`config.mk`:
```
export PLATFORM = sky130hd
export DESIGN_NAME = ex_muldiv
export DESIGN_NICKNAME = d
export VERILOG_FILES = /design/src/rtl/ex_muldiv.sv
export SDC_FILE = /design/constraint.sdc
export NUM_CORES = 1
export LEC_CHECK = 0
export ABC_CLOCK_PERIOD_IN_PS = 4800
export BUFFER_PORTS_ARGS = -buffer_cell sky130_fd_sc_hd__buf_2
export CORE_MARGIN = 4
export CORE_UTILIZATION = 40
export DETAILED_ROUTE_END_ITERATION = 6
export SKIP_CTS_REPAIR_TIMING = 1
export SYNTH_ARGS = -nofsm -noshare
export SYNTH_HDL_FRONTEND = slang
export SYNTH_SLANG_ARGS = --single-unit
```
`constraint.sdc`:
```
create_clock -name clk -period 4.8 [get_ports clk]
set_input_delay 0.96 -clock clk [delete_from_list [all_inputs] [get_ports clk]]
set_output_delay 0.96 -clock clk [all_outputs]
set_load 0.01 [all_outputs]
```
`src/rtl/ex_muldiv.sv`:
```
// Iterative MULT/MULTU/DIV/DIVU unit holding the HI/LO registers.
// Build option MULDIV_FAST_MUL_EN: single-cycle multiply that bypasses the CALC state.
//
// state | meaning
// IDLE  | waiting for start; MTHI/MTLO writes accepted here
// CALC  | one multiply or quotient bit per cycle, counter 31 down to 0
// FIX   | sign correction, HI/LO written
// DONE  | one-cycle completion pulse
module ex_muldiv #(
    parameter int WIDTH = 32
) (
    input  logic             clk,
    input  logic             clrn,
    input  logic             start,
    input  logic [1:0]       op,
    input  logic [WIDTH-1:0] a,
    input  logic [WIDTH-1:0] b,
    input  logic             flush,
    input  logic             whi,
    input  logic             wlo,
    input  logic [WIDTH-1:0] wdata,
    output logic             busy,
    output logic             done,
    output logic [WIDTH-1:0] hi,
    output logic [WIDTH-1:0] lo
);
    localparam int W2 = 2 * WIDTH;

    typedef enum logic [1:0] {IDLE, CALC, FIX, DONE} state_t;

    state_t           state, state_nxt;
    logic [W2-1:0]    acc, acc_mul, acc_div, prod;
    logic [WIDTH-1:0] dsr, a_r, mag_a, mag_b, quo, rem, rem_sub, res_hi, res_lo;
    logic [WIDTH:0]   rem_ext, sum_ext;
    logic [4:0]       cnt;
    logic             is_div, b_zero, neg_q, neg_r, a_neg, b_neg, rem_ge, accept;

    assign busy   = (state != IDLE);
    assign done   = (state == DONE);
    assign accept = (state == IDLE) && start && !flush;

    assign a_neg = !op[0] && a[WIDTH-1];
    assign b_neg = !op[0] && b[WIDTH-1];
    assign mag_a = a_neg ? -a : a;
    assign mag_b = b_neg ? -b : b;

    // Multiply: multiplier sits in acc[31:0] and shifts out LSB-first.
    assign sum_ext = {1'b0, acc[W2-1:WIDTH]} + {1'b0, dsr};
    assign acc_mul = acc[0] ? {sum_ext, acc[WIDTH-1:1]} : {1'b0, acc[W2-1:1]};

    // Divide: acc = {remainder, dividend/quotient}; quotient bits enter at the LSB.
    assign rem_ext = {acc[W2-1:WIDTH], acc[WIDTH-1]};
    assign rem_ge  = (rem_ext >= {1'b0, dsr});
    assign rem_sub = rem_ext[WIDTH-1:0] - dsr;
    assign acc_div = {(rem_ge ? rem_sub : rem_ext[WIDTH-1:0]), acc[WIDTH-2:0], rem_ge};

    assign prod = neg_q ? -acc : acc;
    assign quo  = neg_q ? -acc[WIDTH-1:0] : acc[WIDTH-1:0];
    assign rem  = neg_r ? -acc[W2-1:WIDTH] : acc[W2-1:WIDTH];

    always_comb begin
        res_hi = prod[W2-1:WIDTH];
        res_lo = prod[WIDTH-1:0];
        if (is_div) begin
            if (b_zero) begin
                res_hi = a_r;
                res_lo = '1;
            end else begin
                res_hi = rem;
                res_lo = quo;
            end
        end
    end

    always_ff @(posedge clk or negedge clrn) begin
        if (!clrn) state <= IDLE;
        else       state <= state_nxt;
    end

    always_comb begin
        state_nxt = state;
        case (state)
            IDLE: begin
                if (start) begin
`ifdef MULDIV_FAST_MUL_EN
                    state_nxt = op[1] ? CALC : FIX;
`else
                    state_nxt = CALC;
`endif
                end
            end
            CALC:    if (cnt == 5'd0) state_nxt = FIX;
            FIX:     state_nxt = DONE;
            DONE:    state_nxt = IDLE;
            default: state_nxt = IDLE;
        endcase
        if (flush) state_nxt = IDLE;
    end

    always_ff @(posedge clk or negedge clrn) begin
        if (!clrn) begin
            acc    <= '0;
            dsr    <= '0;
            a_r    <= '0;
            cnt    <= '0;
            is_div <= 1'b0;
            b_zero <= 1'b0;
            neg_q  <= 1'b0;
            neg_r  <= 1'b0;
            hi     <= '0;
            lo     <= '0;
        end else begin
            case (state)
                IDLE: begin
                    if (accept) begin
                        is_div <= op[1];
                        a_r    <= a;
                        b_zero <= (b == '0);
                        neg_q  <= a_neg ^ b_neg;
                        neg_r  <= a_neg;
                        cnt    <= 5'd31;
                        dsr    <= op[1] ? mag_b : mag_a;
                        acc    <= {{WIDTH{1'b0}}, (op[1] ? mag_a : mag_b)};
`ifdef MULDIV_FAST_MUL_EN
                        if (!op[1]) acc <= {{WIDTH{1'b0}}, mag_a} * {{WIDTH{1'b0}}, mag_b};
`endif
                    end else if (!start) begin
                        if (whi) hi <= wdata;
                        if (wlo) lo <= wdata;
                    end
                end
                CALC: begin
                    acc <= is_div ? acc_div : acc_mul;
                    if (cnt != 5'd0) cnt <= cnt - 5'd1;
                end
                FIX: begin
                    if (!flush) begin
                        hi <= res_hi;
                        lo <= res_lo;
                    end
                end
                default: ;
            endcase
        end
    end
endmodule

```
# Word-level counts from Yosys, hierarchy flattened

Cells that the tools add are included.

Register bits after elaboration: 203
Output and inout bits: 66
Logic and storage cells: 85

Add/subtract/negate cells: 8
Magnitude comparators: 1
Equal/unequal tests: 12
Muxes and demuxes: 33
Bitwise operators: 1
Reductions and logical operators: 19

Operators with widths:

| kind                                             | number |
|---|---|
| 2-to-1 mux 32 bit                                | 19 |
| 2-to-1 mux 64 bit                                | 4 |
| negator 32 bit                                   | 4 |
| one-hot mux 32 bit (2 select lines)              | 2 |
| one-hot mux 64 bit (2 select lines)              | 1 |
| negator 64 bit                                   | 1 |
| adder 32 x 32 -> 33 bit                          | 1 |
| >= comparator 33 x 32 -> 1 bit                   | 1 |
| zero test 32 bit                                 | 1 |
| subtractor 32 bit                                | 1 |
| inequality test 2 bit, second input constant     | 7 |
| 2-to-1 mux 5 bit                                 | 2 |
| one-hot mux 5 bit (2 select lines)               | 1 |
| AND reduction 5 bit                              | 2 |
| one-hot mux 2 bit (4 select lines)               | 1 |
| 2-to-1 mux 2 bit                                 | 3 |
| inequality test 3 bit, second input constant     | 2 |
| AND reduction 2 bit                              | 3 |
| nonzero test 2 bit                               | 3 |
| zero test 5 bit                                  | 1 |
| nonzero test 5 bit                               | 1 |
| subtractor 5 x 1 -> 5 bit, second input constant | 1 |
| equality test 2 bit, second input constant       | 2 |
| logical AND 1 bit                                | 4 |
| 5 further kinds                                  | 6 |

# Depth between registers and ports, before layout

Depth in word-level cells: 6
Depth in mapped cells: 15

# Worst setup path before layout

Ideal clock, no wire load.

Path kind: input-to-reg
From: input b[13]
To: register acc[30]
Arrival: 3.198 ns
Required time: 4.651 ns
Setup slack: 1.452 ns
Stages: 9
Path buffers: 0
Cell sequence: or4_1 -> or3_1 -> nand4bb_1 -> nor4_1 -> nand2_1 -> o41ai_1 -> xnor2_1 -> o211ai_1 -> o311ai_0

Cells in the longest elaborated chain, start to end: 5

Ends and longest elaborated chain:

| item                                | line | RTL |
|---|---|---|
| from (decl)                         | 17   | `input logic [WIDTH-1:0] b,` |
| negator 32 bit                      | 45   | `assign mag_b = b_neg ? -b : b;` |
| 2-to-1 mux 32 bit                   | 45   |  |
| 2-to-1 mux 32 bit                   | 123  | `acc <= {{WIDTH{1'b0}}, (op[1] ? mag_a : mag_b)};` |
| 2-to-1 mux 64 bit                   | 115  | `if (accept) begin` |
| one-hot mux 64 bit (2 select lines) | 113  | `case (state)` |
| to (signal assigned)                | 123  |  |
| to (signal assigned)                | 133  | `acc <= is_div ? acc_div : acc_mul;` |
| to (decl)                           | 32   | `logic [W2-1:0] acc, acc_mul, acc_div, prod;` |

Every way passes these cells. The select of a mux whose other input is x is not followed.
A chain may end at the register's enable or synchronous reset.

# Worst setup path in the final report

From: register acc[32]
To: register acc[37]

Cells in the longest elaborated chain, start to end: 4
Elaborated cells between the ends (all ways): 7
Classes of those cells: add/sub (2); order compare (1); mux (4)

Ends and longest elaborated chain:

| item                                                          | line   | RTL |
|---|---|---|
| adder 32 x 32 -> 33 bit (tied with other cells)               | 48     | `assign sum_ext = {1'b0, acc[W2-1:WIDTH]} + {1'b0, dsr};` |
| 2-to-1 mux 64 bit / 2-to-1 mux 32 bit (equally long branches) | 49, 55 |  |
| 2-to-1 mux 64 bit (*)                                         | 133    |  |
| one-hot mux 64 bit (2 select lines) (*)                       | 113    |  |

Mark *: on every way between the ends. The rest lies on a longest branch, timed or not.

==> summary.md <==
| Metric | Value |
|---|---|
| Multi-input gate area | 11400 sq um |
| Switching Power | 8.36 mW |
| Initial antenna violation count | 3 |
| Crit Path Max Fanout | 37 |
| TritonCTS clock tree | yes |
| Synthesized area | 17400 sq um |
| MaxCap Viol Count | 0 |
| Area grow syn2layout | 13.1% |
| Setup Skew | 0.0195 ns |
| Slew Limit Headroom | 24.4% |
| Die Ht | approximately 220 um |
| Vias in the first global route | 16.5k |
| Core Box Area | 43000 sq um |
| Largest family of logic cells by synthesized area | compound AO/OA/AOI/OAI gates |
| Final Instance Count excl. Fillers | 2912 |
| GPL Wtd Cong | between 1 and 1.5 |
| Worst Setup Start Kind | flip-flop |
| Worst Setup Path Type | reg2reg |
| Register area share after synthesis | 29.3% |
| Via density | 6.05 |
| # H-tree levels | 1 |
| Post-synthesis cell count | 2231 |
| Largest net degree at the start of global routing | 94 |
| Total nets after synthesis | approximately 2.4k |
| Reg area | 5080 sq um |
| Reg power frac | about a quarter |
| Layout cell share with drive strength beyond 1 | 14.7% |
| Compound-cell area share of the yosys netlist | 27.4% |
| Synth async-reset ratio | 100% |
| CTS Buf Count | 26 |
| Routed via count | 17.6k |
| Clock root cell | clkbuf_16 |
| Final period utilization | between 80% and 90% |
| Antenna-violating nets left | 0 |
| Clock power frac | 13.3% |
| 1st-pass router iterations | 6 |
| Arrival time worst endpoint | between 4 and 5 ns |
| Starting density of the core | 40.4% |
| CTS sink count | between 200 and 250 |
| Gr ovfl total | 0 |
| Power per standard cell area | 817 nW/um^2 |
| Xor/xnor share of the synthesized area | 8.63% |
| Min-Delay Path Class | in2async |
| I/O pins | 170 |
| Top_reg_cell synth | dfrtp_1 |
| Fill cells | 4411 |
| Sw Share | 52.1% |
| EDFF count, synth | 0 |
| Comb pwr share | 63.3% |
| Post-detail-place hpwl | 52200 um |
| Initial DRC count | 1735 |
| Gr usage total | 27.9% |
| Worst Setup End Kind | flip-flop |
| Placed insts | 2864 |
| Port bufs | roughly 170 |
| Register bit count reported by yosys | 203 |
| Post-synthesis simple-gate area fraction | 18.0% |
| Setup TNS | 0 ns |
| Design area | between 15000 and 20000 sq um |
| Residual DRC | 0 |
| First-pass GRT wire length | 102000 um |
| Leakage power | about 8.5 nW |
| Clk Latency, worst-skew pair | 0.57 ns |
| Cell variety after synth | 76 |
| Hold Vio Cnt, Final | 0 |
| Number of core rows | 76 |
| CP Data Required Time | 5.26 ns |
| Yosys warnings | 0 |
| Minimum clock period | 3.95 ns |
| Status | complete, no violations |
| Die area | 46800 sq um |
| Synth area leader | dfrtp_1 |
| Multiplexer share of the synthesized area | 6.00% |
| Final WL | 67900 um |
| Clock slew at reported path FFs | 0.06 ns |
| Top-area cell type share of the netlist area | 29.3% |
| Slew Limit Fails | 0 |
| Synth top area cells | dfrtp_1, a21oi_1, xnor2_1 |
| CTS Buffer Depth | 3 |
| Int Pwr | 7.69 mW |
| RSZ-0062 raised after global routing | false |
| R2R cell count | 11 |
| Adder-Cell Fraction of Synth Area | 5.56% |
| Nets | between 2k and 2.5k |
| Post-Place Cell Area | about 19000 sq um |
| Worst slew pin tran | roughly 1.1 ns |
| Fmax | around 250 MHz |
| Avg Cell Area, Syn | 7.78 sq um |
| Final setup vio count | 0 |
| DR WL/cell | ~23 um |
| VDD IR-drop max | 0.376 mV |
| Horiz. Die Dim | approximately 220 um |
==> state kept, by name, summed over array words and instances (netlist names) <==
register / count
acc: 64
a_r: 32
dsr: 32
hi: 32
lo: 32
cnt: 5
state: 2
b_zero: 1
is_div: 1
neg_q: 1
neg_r: 1
==> final cells by class <==
class	instances	share of cell area, %
repair buffers	214	6.21
clock buffers	32	3.58
well taps	585	3.73
flip-flops and latches	203	25.9
clock inverters	15	1.12
inverters	69	1.32
multi-input cells	1793	58.1
diodes	1	0.0127
==> power groups by stage <==
stage | clock network [mW] | logic [mW] | registers, mW
2_1_floorplan | 0 | 7.25 | 3.18
3_3_place_gp | 0 | 9.85 | 3.69
3_5_place_dp | 0 | 9.95 | 3.71
4_1_cts | 2.17 | 10.0 | 3.68
5_1_grt | 2.24 | 11.2 | 3.82
6_report | 2.14 | 10.2 | 3.75
==> path summary, 6_finish.rpt <==
| kind | from | to | slack [ns] |
|---|---|---|---|
| setup / recovery | acc[32]$_DFFE_PN0P_ | acc[37]$_DFFE_PN0P_ | 0.85 |
| hold / removal | clrn | hi[17]$_DFFE_PN0P_ | 0.44 |
| setup reg to reg | acc[32]$_DFFE_PN0P_ | acc[37]$_DFFE_PN0P_ | 0.85 |
| hold reg to reg | lo[23]$_DFFE_PN0P_ | lo[23]$_DFFE_PN0P_ | 0.47 |
| max in group asynchronous | clrn | is_div$_DFFE_PN0P_ | 3.48 |
| min in group clk | lo[23]$_DFFE_PN0P_ | lo[23]$_DFFE_PN0P_ | 0.47 |
==> cells in the mapped netlist, types with 9 or more instances <==
library cell,count
a211oi_1,45
a21o_1,37
a21oi_1,247
a22o_1,12
a31oi_1,14
and3_1,20
buf_1,11
clkbuf_1,151
dfrtp_1,203
ha_1,74
inv_1,68
mux2_2,57
mux2i_1,40
nand2_1,212
nand2b_1,14
nand3_1,33
nand4_1,14
nor2_1,219
nor2b_1,16
nor3_1,44
nor4_1,23
o211ai_1,21
o21a_1,15
o21ai_0,209
o21bai_1,9
o221ai_1,12
o22ai_1,43
o311ai_0,11
o31ai_1,28
o41ai_1,10
or3_1,22
or4_1,12
xnor2_1,124
xor2_1,47
==> cell usage in the layout (no fill, tap or decap), types with 26 or more instances in the layout <==
cell	Yosys	final
ha_1	74	73
xor2_1	47	47
nor3_1	44	44
buf_2	3	167
dfrtp_1	203	201
mux2i_1	40	40
clkbuf_16	0	26
a21o_1	37	37
a211oi_1	45	45
o21ai_0	209	209
o22ai_1	43	43
buf_4	0	44
nand2_1	212	212
o31ai_1	28	28
a21oi_1	247	247
inv_1	68	68
nor2_1	219	219
nand3_1	33	33
xnor2_1	124	124
mux2_2	57	57
==> layer usage <==
metal	wire, um	GRT usage [%]	up-vias
met5	30	0	-
met4	2830	10.0	4
met3	5770	5.71	126
met2	28800	42.1	768
met1	30500	39.7	8483
li1	-	-	8248
==> worst max-delay path, cell delays in order (launching register included) <==
cell and delay (ns):
dfrtp_1 0.57, ha_1 0.31, nor2b_1 0.15, o31a_1 0.27, o21a_1 0.26, o211a_1 0.28, o31ai_1 0.32, and2_2 0.74
buf_4 0.36, mux2i_1 0.23, a22oi_1 0.11, a22o_1 0.23
==> stage by stage <==
step	setup WS (ns)	hold slack [ns]	utilization, %	power (mW)
floorplan	1.45	0.445	-	10.4
finish	0.853	0.444	45.7	16.1
detailed placement	0.914	0.467	43.5	13.7
global placement	1.02	0.460	43.5	13.5
CTS	0.905	0.471	45.7	15.8
global route	0.622	0.490	45.7	17.2
==> logic make-up (layout without fill, tap and decap cells) <==
kind of cell    count (synthesis)  after routing
compound gates                778            778
simple gates                  671            671
buf+inv                       235            330
flops                         203            203
xor+xnor                      171            171
mux                            97             97
fa+ha+maj                      76             76
other cells                     0              1
Note: power is estimated with default switching activity, not from simulation.
